$ cat config.mk
export PLATFORM = sky130hd
export DESIGN_NAME = alu_multicycle_flat
export DESIGN_NICKNAME = d
export VERILOG_FILES = /design/src/rtl/alu_multicycle_if.sv /design/src/rtl/alu_multicycle.sv /design/src/flat_wrapper.sv
export SDC_FILE = /design/constraint.sdc
export NUM_CORES = 1
export LEC_CHECK = 0
export BUFFER_PORTS_ARGS = -buffer_cell sky130_fd_sc_hd__buf_2
export CORE_MARGIN = 3
export CORE_UTILIZATION = 30
export CTS_CLUSTER_DIAMETER = 80
export DETAILED_ROUTE_END_ITERATION = 6
export MAX_ROUTING_LAYER = met4
export PLACE_DENSITY_LB_ADDON = 0.25
export SLEW_MARGIN = 0
export SYNTH_ARGS = -nofsm -noshare
export SYNTH_HDL_FRONTEND = slang
export SYNTH_SLANG_ARGS = --single-unit
$ cat constraint.sdc
create_clock -name clk -period 10 [get_ports clk]
set_input_delay 2.5 -clock clk [delete_from_list [all_inputs] [get_ports clk]]
set_output_delay 2.5 -clock clk [all_outputs]
set_load 0.02 [all_outputs]
$ cat src/rtl/alu_multicycle_if.sv
// Request/response bundle for alu_multicycle.
// Master issues operations, slave is the ALU.
interface alu_multicycle_if #(
  parameter int WIDTH = 32,
  parameter int SHW   = 5
);
  logic             in_valid;
  logic             in_ready;
  logic [WIDTH-1:0] dataA;
  logic [WIDTH-1:0] dataB;
  logic [5:0]       Signal;
  logic [SHW-1:0]   shamt;
  logic             out_valid;
  logic             out_ready;
  logic [WIDTH-1:0] dataOut;
  logic             zero;

  modport master (
    output in_valid, dataA, dataB,
    output Signal, shamt, out_ready,
    input  in_ready, out_valid,
    input  dataOut, zero
  );

  modport slave (
    input  in_valid, dataA, dataB,
    input  Signal, shamt, out_ready,
    output in_ready, out_valid,
    output dataOut, zero
  );
endinterface

$ cat src/rtl/alu_multicycle.sv
// MIPS-style ALU with a bit-serial shifter (one bit per cycle).
// Define ALU_OVERFLOW_EN to add the registered overflow output.
module alu_multicycle #(
  parameter int WIDTH = 32,
  parameter int SHW   = 5
) (
  input  logic clk,
  input  logic rst,
  alu_multicycle_if.slave bus
`ifdef ALU_OVERFLOW_EN
  ,
  output logic overflow
`endif
);

  localparam logic [5:0] F_AND = 6'b100100;
  localparam logic [5:0] F_OR  = 6'b100101;
  localparam logic [5:0] F_ADD = 6'b100000;
  localparam logic [5:0] F_SUB = 6'b100010;
  localparam logic [5:0] F_SLT = 6'b101010;
  localparam logic [5:0] F_SLL = 6'b000000;
  localparam logic [5:0] F_SRL = 6'b000010;

  typedef enum logic [1:0] {
    IDLE,
    SHIFT,
    DONE
  } state_t;

  state_t           state_q;
  logic             rdy_q;
  logic             vld_q;
  logic [WIDTH-1:0] dout_q;
  logic             zero_q;
  logic [WIDTH-1:0] wrk_q;
  logic [SHW-1:0]   cnt_q;
  logic             left_q;

  logic [WIDTH-1:0] a;
  logic [WIDTH-1:0] b;
  logic [5:0]       fn;
  logic [SHW-1:0]   sh;
  logic [WIDTH-1:0] sum;
  logic [WIDTH-1:0] diff;
  logic             ovf_sub;
  logic             is_shift;
  logic [WIDTH-1:0] res_d;
  logic [WIDTH-1:0] wrk_d;

  assign a  = bus.dataA;
  assign b  = bus.dataB;
  assign fn = bus.Signal;
  assign sh = bus.shamt;

  assign bus.in_ready  = rdy_q;
  assign bus.out_valid = vld_q;
  assign bus.dataOut   = dout_q;
  assign bus.zero      = zero_q;

  assign sum  = a + b;
  assign diff = a + ~b + WIDTH'(1);
  assign ovf_sub = (a[WIDTH-1] != b[WIDTH-1]) &&
                   (diff[WIDTH-1] != a[WIDTH-1]);
  assign is_shift = (fn == F_SLL) || (fn == F_SRL);

`ifdef ALU_OVERFLOW_EN
  logic ovf_q;
  logic ovf_d;
  logic ovf_add;

  assign ovf_add = (a[WIDTH-1] == b[WIDTH-1]) &&
                   (sum[WIDTH-1] != a[WIDTH-1]);
  assign overflow = ovf_q;

  // Signed overflow flag, only meaningful for ADD/SUB
  always_comb begin
    ovf_d = 1'b0;
    if (fn == F_ADD) ovf_d = ovf_add;
    if (fn == F_SUB) ovf_d = ovf_sub;
  end
`endif

  // Single-cycle result; shifts here only cover shamt=0
  always_comb begin
    res_d = '0;
    case (fn)
      F_AND: res_d = a & b;
      F_OR:  res_d = a | b;
      F_ADD: res_d = sum;
      F_SUB: res_d = diff;
      F_SLT: res_d = {{(WIDTH-1){1'b0}},
                      diff[WIDTH-1] ^ ovf_sub};
      F_SLL: res_d = b;
      F_SRL: res_d = b;
      default: res_d = '0;
    endcase
  end

  // One-bit step of the serial shifter
  always_comb begin
    wrk_d = left_q ? (wrk_q << 1) : (wrk_q >> 1);
  end

  // Control FSM with registered handshake and result outputs
  always_ff @(posedge clk) begin
    if (rst) begin
      state_q <= IDLE;
      rdy_q   <= 1'b1;
      vld_q   <= 1'b0;
      dout_q  <= '0;
      zero_q  <= 1'b1;
      wrk_q   <= '0;
      cnt_q   <= '0;
      left_q  <= 1'b0;
`ifdef ALU_OVERFLOW_EN
      ovf_q   <= 1'b0;
`endif
    end else begin
      case (state_q)
        IDLE: begin
          if (bus.in_valid) begin
            rdy_q <= 1'b0;
            if (is_shift && (sh != '0)) begin
              wrk_q   <= b;
              cnt_q   <= sh;
              left_q  <= (fn == F_SLL);
              state_q <= SHIFT;
            end else begin
              dout_q  <= res_d;
              zero_q  <= (res_d == '0);
              vld_q   <= 1'b1;
              state_q <= DONE;
`ifdef ALU_OVERFLOW_EN
              ovf_q   <= ovf_d;
`endif
            end
          end
        end
        SHIFT: begin
          wrk_q <= wrk_d;
          cnt_q <= cnt_q - SHW'(1);
          if (cnt_q == SHW'(1)) begin
            dout_q  <= wrk_d;
            zero_q  <= (wrk_d == '0);
            vld_q   <= 1'b1;
            state_q <= DONE;
`ifdef ALU_OVERFLOW_EN
            ovf_q   <= 1'b0;
`endif
          end
        end
        DONE: begin
          if (bus.out_ready) begin
            vld_q   <= 1'b0;
            rdy_q   <= 1'b1;
            state_q <= IDLE;
          end
        end
        default: begin
          state_q <= IDLE;
          rdy_q   <= 1'b1;
          vld_q   <= 1'b0;
        end
      endcase
    end
  end

endmodule

$ cat src/flat_wrapper.sv
// flat-port wrapper written by rule: the top's interface ports become plain ports
module alu_multicycle_flat 
#(
  parameter int WIDTH = 32,
  parameter int SHW   = 5
)
  (clk, rst, bus_in_valid, bus_dataA, bus_dataB, bus_Signal, bus_shamt, bus_out_ready, bus_in_ready, bus_out_valid, bus_dataOut, bus_zero);
  alu_multicycle_if #(.WIDTH(WIDTH), .SHW(SHW)) bus_i ();
  input  logic clk;
  input  logic rst;
  input wire logic [$bits(bus_i.in_valid)-1:0] bus_in_valid;
  input wire logic [$bits(bus_i.dataA)-1:0] bus_dataA;
  input wire logic [$bits(bus_i.dataB)-1:0] bus_dataB;
  input wire logic [$bits(bus_i.Signal)-1:0] bus_Signal;
  input wire logic [$bits(bus_i.shamt)-1:0] bus_shamt;
  input wire logic [$bits(bus_i.out_ready)-1:0] bus_out_ready;
  output wire logic [$bits(bus_i.in_ready)-1:0] bus_in_ready;
  output wire logic [$bits(bus_i.out_valid)-1:0] bus_out_valid;
  output wire logic [$bits(bus_i.dataOut)-1:0] bus_dataOut;
  output wire logic [$bits(bus_i.zero)-1:0] bus_zero;
  assign bus_i.in_valid = bus_in_valid;
  assign bus_i.dataA = bus_dataA;
  assign bus_i.dataB = bus_dataB;
  assign bus_i.Signal = bus_Signal;
  assign bus_i.shamt = bus_shamt;
  assign bus_i.out_ready = bus_out_ready;
  assign bus_in_ready = bus_i.in_ready;
  assign bus_out_valid = bus_i.out_valid;
  assign bus_dataOut = bus_i.dataOut;
  assign bus_zero = bus_i.zero;
  alu_multicycle #(.WIDTH(WIDTH), .SHW(SHW)) u_core (.clk(clk), .rst(rst), .bus(bus_i));
endmodule
==> qor.yml, run 1 <==
status: "completed"
syn_to_final_growth_pct: 12.4
wl_met3_um: 2440
grt_pass1_wl_um: 53200
rows: 62
first_iter_violations: 1004
synth_edf_count: 0
r2r-start: "u_core.state_q[1]"
setup_tns_ps: 0
fin_nets: 1485
r2r_slack_ps: 6270
fillers: 3143
cp_data_arrival_time_ps: 7890
gp_congestion: 0.933
wl_per_cell_um: 20.7
clock_sinks: 75
path_class: "in2reg"
numPortBuffers: 113
die-area_um2: 31700
clkTransAtPathRegs_ps: 60
holdPathEnd: "u_core.bus.dataOut[24]"
p_leak_nw: 4.32
grt_pass1_vias: 8963
fin_crit_ps: 7620
cts_tree: "done"
synth_seq_cells: 75
antenna_found_initial: 4
clk_path_buf_depth: 2
grt-ovfl-total: 0
routed_wirelength_um: 34900
ioPinCount: 114
drc: 0
powerDensity_nw_per_um2: 98.6
wl_met1_um: 16100
synthFlopType: "dfxtp_1"
place_area_um2: 9710
setup_viol: 0
fin_worst_skew_ps: 12.6
hold_violations: 0
dieWidth_um: 178
yosysUniqueCellTypes: 70
numCtsBuffers: 9
cp-start-kind: "input port"
rr_endpoint: "u_core.bus.zero"
slew_headroom_pct: 27.9
fmax_mhz: 131
met2RoutedLength_um: 15800
cts_resized: 0
die_h_um: 178
root_buffer: "clkbuf_16"
slew_viol_final: 0
end_kind: "flop"
rr_worst_depth: 10
max_cap_viol_count: 0
initial_core_util_pct: 30.7
synth_seq_area_share_pct: 16.9
ys_warn_count: 0
postCtsSetupBuffers: 0
hpwl_um: 27000
vdd_drop_max_mv: 0.0539
tightest_slew_ps: 1070
async_reset_ff_share_pct: 0
hold_class: "reg2reg"
rsz0062_at_grt: "false"
ctsHoldBuffers: 0
hp-start: "u_core.bus.dataOut[24]"
design_area_um2: 9990
post-route-period-util_pct: 76.2
final_layout_size_suffix_gt1_share_pct: 12.2
grt_start_max_net_pins: 86
syn_area_um2: 8890
vias_per_cell: 5.68
cp_max_fo: 5
clock_latency_ps: 330
cts_htree_levels: 3
hold-worst-slack_ps: 446
syn_nets: 1431
avgSynthCellArea_um2: 7.14
routed-via-count: 9586
drtPass1Iterations: 6
track_usage_pct: 22.1
detail-route-antenna-nets: 0
holdPathStages: 2
dr.max_layer_used: "met4"
crit_required_ps: 10270
core-area_um2: 28900
postSynthCellCount: 1244
[state kept, by name (all words and copies together), names as in the netlist]
name / flops
u_core.bus.out_valid: 1
u_core.bus.zero: 1
u_core.bus.dataOut: 32
u_core.state_q: 2
u_core.bus.in_ready: 1
u_core.left_q: 1
u_core.cnt_q: 5
u_core.wrk_q: 32
[placed cells by master, fill, tap and decap left out, drive strengths merged, types with 6 or more instances in the layout]
| master | n |
|---|---|
| a211oi | 57 |
| a21o | 16 |
| a21oi | 101 |
| a221oi | 10 |
| a222oi | 12 |
| a22oi | 10 |
| a311oi | 26 |
| a31oi | 15 |
| and2 | 21 |
| and3 | 7 |
| buf | 126 |
| clkbuf | 10 |
| dfxtp | 75 |
| ha | 105 |
| inv | 126 |
| mux2i | 39 |
| nand2 | 121 |
| nand2b | 17 |
| nand3 | 18 |
| nand4 | 11 |
| nor2 | 101 |
| nor2b | 15 |
| nor3 | 31 |
| nor4 | 16 |
| o2111ai | 6 |
| o211ai | 17 |
| o21ai | 54 |
| o21bai | 9 |
| o22ai | 8 |
| o31ai | 10 |
| or2 | 7 |
| or4 | 8 |
| xnor2 | 21 |
| xor2 | 8 |
[metal layers]
| layer | vias up | global-route usage [%] |
|---|---|---|
| met5 | - | - |
| met4 | 0 | 4.68 |
| met3 | 35 | 2.36 |
| met2 | 364 | 34.7 |
| met1 | 4596 | 30.6 |
| li1 | 4591 | - |
[cell usage after synthesis, types with 16 or more instances]
master    number  share of area, %
nand2b_1      17               1.2
clkbuf_1      61               2.6
nor4_1        16               1.1
a311oi_1      26               2.6
nor2_1       101               4.3
a211oi_1      55               4.6
ha_1         105                15
nand3_1       18               1.0
nor3_1        30               1.7
xnor2_1       21               2.1
inv_1        120               5.1
nand2_1      121               5.1
o21ai_0       39               2.2
and2_1        21               1.5
o211ai_1      17               1.4
a21o_1        16               1.4
mux2i_1       39               4.4
dfxtp_1       75                17
a21oi_1       99               5.6
[report_power, final]
group | switching [mW] | leakage (nW) | internal [mW]
registers | 0.00634 | 0.607 | 0.306
logic | 0.233 | 3.58 | 0.129
clock network | 0.122 | 0.130 | 0.189
total | 0.362 | 4.32 | 0.623
[stage by stage]
stage	setup WS, ps	utilization [%]	cells	total power [mW]
finish	2380	34.5	1688	0.985
global route	2020	34.5	1688	1.04
CTS	2470	34.5	1684	0.986
detailed placement	2140	33.6	1671	0.673
global placement	2320	33.6	1671	0.675
floorplan	3130	-	1244	0.559
[logic make-up after synthesis]
kind of cell | after synthesis | share of synthesized area, %
DFF | 75 | 16.9
xor gates and xnor gates | 29 | 2.86
and+or+nand+nor | 392 | 21.2
muxes | 39 | 4.39
adders and majority gates | 108 | 15.5
buffers and inverters | 209 | 9.07
AOI/OAI and AO/OA | 392 | 30.1
[area by class of cell]
cell class	count	area [um^2]	share of cell area (%)
Tap cell	384	480	4.81
Clock inverter	3	42.5	0.426
Inverter	126	473	4.73
Multi-Input combinational cell	960	6590	66.0
Sequential cell	75	1500	15.0
Antenna cell	4	10.0	0.100
Clock buffer	10	229	2.29
Timing Repair Buffer	126	663	6.64
[worst max-delay path, cell delays in order]
cell	delay, ps
buf_2	110
inv_1	180
ha_1	290
o21bai_1	280
o211ai_1	200
a31oi_1	430
a2111oi_0	280
nor2_1	210
o21a_1	140
o2111ai_1	100
nand2_1	80
nor2_1	50
o21bai_1	120
a21oi_1	130
fa_1	390
nand3_1	80
o22ai_1	90
nand2_1	70
o22ai_1	70
a221oi_1	340
nand4_1	150
or4_1	430
or4_1	530
nor4_1	290
and4b_1	220
a31o_1	130
[worst max path at each step]
stage	from	endpoint	slack, ps
6_report	bus_dataB[1]	u_core.bus.zero	2380
4_1_cts	bus_dataB[1]	u_core.bus.zero	2470
3_3_place_gp	bus_dataB[1]	u_core.bus.zero	2320
5_1_grt	bus_dataB[1]	u_core.bus.zero	2020
3_5_place_dp	bus_dataB[1]	u_core.bus.zero	2140
2_1_floorplan	bus_dataB[12]	u_core.bus.zero	3130
(Power assumes the default switching activity.)
==> run 2, diff against run 1 <==
Clock period 10 ns to 6.48 ns, I/O delays scaled along.
==> qor.yml, run 2 (same netlist as run 1, synthesis figures left out) <==
routed-via-count: 9861  # was 9,586
antenna_found_initial: 1  # was 4
place_area_um2: 10400  # was 9710 um^2
crit_path_end: "u_core.bus.zero"  # unchanged
detail-route-antenna-nets: 0  # unchanged
slew_headroom_pct: 34.4  # was 27.9%
cp-startpoint: "bus_dataB[1]"  # unchanged
grt_start_max_net_pins: 85  # was 86
fin_nets: 1583  # was 1,485
fin_worst_skew_ps: 10.4  # was 12.6 ps
die_h_um: 178  # unchanged
postLayoutCoreUtil_pct: 37.3  # was 34.5%
core-area_um2: 28900  # unchanged
grt-ovfl-total: 0  # unchanged
crit_required_ps: 6760  # was 10,270 ps
post-route-period-util_pct: 95.1
slew_viol_final: 0  # unchanged
drc: 0  # unchanged
root_buffer: "clkbuf_16"  # unchanged
grt_pass1_vias: 9373  # was 8,963
p_leak_nw: 4.81  # was 4.32 nW
hold_class: "reg2reg"  # unchanged
design_area_um2: 10800  # was 9990 um^2
hold-worst-slack_ps: 447  # was 446 ps
path_class: "in2reg"  # unchanged
clock_latency_ps: 330  # about the same
cts_htree_levels: 3  # unchanged
wl_per_cell_um: 19.5  # was 20.7 um
status: "completed"  # unchanged
r2r-start: "u_core.cnt_q[0]"  # was u_core.state_q[1]
hold_violations: 0  # unchanged
hp-start: "u_core.bus.dataOut[24]"  # unchanged
fin_crit_ps: 6160
hpwl_um: 27900  # was 27,000 um
drtPass1Iterations: 5  # was 6
power_mw: 1.63  # was 0.985 mW
rr_worst_depth: 9  # was 10
rows: 62  # unchanged
powerDensity_nw_per_um2: 151  # was 98.6 nW/um^2
numCtsBuffers: 9  # unchanged
grt_pass1_wl_um: 53500  # was 53,200 um
dieWidth_um: 178  # unchanged
die-area_um2: 31700  # unchanged
clock_sinks: 75  # unchanged
numPortBuffers: 113  # unchanged
initial_core_util_pct: 30.7  # unchanged
setup_viol: 0  # unchanged
layout_commonest_cell: "nand2_1"  # unchanged
final_cell_mix: "nand2_1, inv_1, buf_2, buf_4, ha_1"  # was nand2_1, inv_1, buf_2, ha_1, nor2_1
cp-start-kind: "input port"  # unchanged
first_iter_violations: 850  # was 1,004
cp_data_arrival_time_ps: 6440  # was 7890 ps
clkTransAtPathRegs_ps: 60  # about the same
cts_tree: "done"  # unchanged
max_cap_viol_count: 0  # unchanged
cp_max_fo: 4  # was 5
routed_wirelength_um: 34900  # about the same
final_layout_size_suffix_gt1_share_pct: 19.0  # was 12.2%
holdPathStages: 2  # unchanged
gp_congestion: 0.984  # was 0.933
fmax_mhz: 162
r2r_slack_ps: 3440  # was 6270 ps
track_usage_pct: 22.0  # was 22.1%
rsz0062_at_grt: "false"  # unchanged
vdd_drop_max_mv: 0.0915  # was 0.0539 mV
rr_endpoint: "u_core.bus.zero"  # unchanged
end_kind: "flop"  # unchanged
syn_to_final_growth_pct: 21.4  # was 12.4%
tightest_slew_ps: 985  # was 1070 ps
ioPinCount: 114  # unchanged
clk_path_buf_depth: 2  # unchanged
vias_per_cell: 5.52  # was 5.68
-- run 2: cell type report --
cell class	instances	area (um^2)
clock inverter	3	46.3
multi-input combinational	960	6630
sequential	75	1500
inverter	126	473
fill	3133	18100
clock buffer	13	260
tap	384	480
antenna	1	2.50
timing repair buffer	224	1400
-- run 2: how the worst min path moves through the flow --
stage / end
6_report: u_core.bus.dataOut[24]
5_1_grt: u_core.bus.dataOut[28]
4_1_cts: u_core.bus.dataOut[24]
3_5_place_dp: u_core.bus.dataOut[24]
3_3_place_gp: u_core.bus.dataOut[28]
2_1_floorplan: u_core.cnt_q[4]
-- run 2: critical path: stages --
cell and delay, ps:
buf_2 90, inv_1 50, ha_1 310, o21bai_2 160
o211ai_1 210, a31oi_1 230, buf_4 160, a2111oi_1 120
nor2_1 240, o21a_1 150, o2111ai_1 100, nand2_1 80
nor2_1 50, o21bai_1 130, a21oi_1 120, fa_1 390
nand3_1 80, o22ai_1 80, nand2_1 70, o22ai_1 80
a221oi_2 230, nand4_1 130, or4_1 420, or4_1 500
nor4_1 300, and4b_1 220, a31o_1 130
-- run 2: routing by layer --
| metal | GRT usage, % | vias to the layer above | part of all wire (%) |
|---|---|---|---|
| met4 | 7.43 | 0 | 2.9 |
| met3 | 2.66 | 62 | 6.6 |
| met2 | 34.0 | 404 | 44 |
| met1 | 29.7 | 4619 | 46 |
| li1 | - | 4776 | - |
| met5 | - | - | 0 |
-- run 2: stage by stage --
step           setup TNS [ps]  setup WS (ps)  std cells
2_1_floorplan               0            488       1244
3_3_place_gp            -22.0          -22.0       1767
3_5_place_dp             -122           -122       1767
4_1_cts                     0            198       1783
5_1_grt                     0           36.9       1786
6_report                    0            318       1786
-- run 2: where the power goes --
part | leakage [nW] | internal [mW] | switching [mW]
Clock | 0.146 | 0.320 | 0.196
Sequential | 0.607 | 0.472 | 0.0103
Combinational | 4.06 | 0.251 | 0.378
Total | 4.81 | 1.04 | 0.585
-- run 2: repair_timing --
action / CTS / global route
endpoints found under the setup margin: 0 / 1
setup buffers: 0 / 2
resized for setup: 0 / 8
hold buffers: 0 / 0
==> run 3, diff against run 2 <==
Settings changed: CORE_UTILIZATION 30 to 40.
==> qor.yml, run 3 (same netlist as run 1, synthesis figures left out) <==
crit_required_ps: 6760  # about the same
p_leak_nw: 4.74  # was 4.81 nW
place_area_um2: 10200  # was 10,400 um^2
initial_core_util_pct: 41.5  # was 30.7%
final_cell_mix: "nand2_1, inv_1, buf_2, ha_1, nor2_1"  # was nand2_1, inv_1, buf_2, buf_4, ha_1
cts_htree_levels: 3  # unchanged
hold-worst-slack_ps: 442  # was 447 ps
postCtsSetupBuffers: 0  # unchanged
multi_input_comb_area_um2: 6620  # was 6630 um^2
tightest_slew_ps: 984  # was 985 ps
numCtsBuffers: 9  # unchanged
numPortBuffers: 113  # unchanged
power_mw: 1.64  # was 1.63 mW
drtPass1Iterations: 6  # was 5
grt-ovfl-total: 0  # unchanged
fin_worst_skew_ps: 7.50  # was 10.4 ps
vias_per_cell: 5.94  # was 5.52
slew_viol_final: 0  # unchanged
setup_viol: 0  # unchanged
postLayoutCoreUtil_pct: 49.2  # was 37.3%
routed-via-count: 9853  # was 9,861
wl_met3_um: 2880  # was 2310 um
ioPinCount: 114  # unchanged
final_layout_size_suffix_gt1_share_pct: 17.8  # was 19.0%
seqCellArea_um2: 1500  # unchanged
clkTransAtPathRegs_ps: 60  # about the same
fin_crit_ps: 6210  # was 6160 ps
drc: 0  # unchanged
vdd_drop_max_mv: 0.140  # was 0.0915 mV
clock_sinks: 75  # unchanged
wl_met1_um: 14900  # was 16,000 um
root_buffer: "clkbuf_16"  # unchanged
first_iter_violations: 1003  # was 850
clk_path_buf_depth: 2  # unchanged
post-route-period-util_pct: 95.9  # was 95.1%
cp_data_arrival_time_ps: 6490  # was 6440 ps
wl_per_cell_um: 20.1  # was 19.5 um
die_h_um: 155  # was 178 um
hold_class: "reg2reg"  # unchanged
dr.max_layer_used: "met4"  # unchanged
dieWidth_um: 155  # was 178 um
layout_commonest_cell: "nand2_1"  # unchanged
path_class: "in2reg"  # unchanged
grt_pass1_vias: 9137  # was 9,373
max_cap_viol_count: 0  # unchanged
met2RoutedLength_um: 14600  # was 15,500 um
hold_violations: 0  # unchanged
slew_headroom_pct: 34.4  # about the same
status: "completed"  # unchanged
clock_latency_ps: 340  # was 330 ps
rsz0062_at_grt: "false"  # unchanged
fin_nets: 1565  # was 1,583
design_area_um2: 10500  # was 10,800 um^2
powerDensity_nw_per_um2: 156  # was 151 nW/um^2
gp_congestion: 1.00  # was 0.984
hpwl_um: 26400  # was 27,900 um
core-area_um2: 21400  # was 28,900 um^2
fmax_mhz: 161  # was 162 MHz
fillers: 2222  # was 3,133
grt_pass1_wl_um: 51400  # was 53,500 um
grt_start_max_net_pins: 85  # unchanged
die-area_um2: 24000  # was 31,700 um^2
end_kind: "flop"  # unchanged
syn_to_final_growth_pct: 18.5  # was 21.4%
cp_max_fo: 4  # unchanged
cts_tree: "done"  # unchanged
detail-route-antenna-nets: 0  # unchanged
cp-start-kind: "input port"  # unchanged
rows: 53  # was 62
track_usage_pct: 27.4  # was 22.0%
antenna_found_initial: 1  # unchanged
setup_tns_ps: 0  # unchanged
routed_wirelength_um: 33300  # was 34,900 um
[run 3: metal layers]
layer	track usage, %	vias to the layer above
li1	-	4742
met1	38.7	4631
met2	40.2	425
met3	3.95	55
met4	8.70	0
met5	-	-
[run 3: worst max-delay path: stages]
cell and delay, ps:
buf_2 90, inv_1 50, ha_1 300, o21bai_1 240, o211ai_1 220, a31oi_2 290
a2111oi_1 200, nor2_1 200, o21a_1 150, o2111ai_1 100, nand2_1 80, nor2_1 50
o21bai_1 140, a21oi_1 130, fa_1 380, nand3_1 80, o22ai_1 80, nand2_1 70
o22ai_1 80, a221oi_2 260, nand4_1 130, or4_1 410, or4_1 540, nor4_2 280
and4b_1 220, a31o_1 130
[run 3: power by group]
group          internal [mW]  leakage (nW)  switching, mW
combinational          0.241          3.97          0.371
sequential             0.472         0.607        0.00962
clock                  0.358         0.159          0.192
[run 3: layout make-up]
type	count	area share, %
diodes	2	0.0475
multi-input cells	960	62.8
repair buffers	206	12.0
flip-flops and latches	75	14.3
clock buffers	12	2.44
inverters	126	4.49
clock inverters	4	0.689
well taps	275	3.27
[run 3: repair_timing]
action | CTS | global route
pin swaps | 0 | 1
setup endpoints to repair | 1 | 1
hold buffers | 0 | 0
gates resized for setup | 1 | 4
[run 3: final timing paths]
| kind | from | end | slack [ps] | cells after the start |
|---|---|---|---|---|
| setup / recovery | bus_dataB[1] | u_core.bus.zero | 270 | 26 |
| hold / removal | u_core.bus.dataOut[21] | u_core.bus.dataOut[21] | 440 | 2 |
| setup reg to reg | u_core.cnt_q[0] | u_core.bus.dataOut[29] | 3440 | 9 |
| hold reg to reg | u_core.bus.dataOut[21] | u_core.bus.dataOut[21] | 440 | 2 |
[run 3: stage by stage]
step,worst slack [ps],instances
final,269,1660
after global routing,2.12,1659
after CTS,127,1658
after detailed placement,-326,1642
after global placement,-115,1642
after floorplan,488,1244
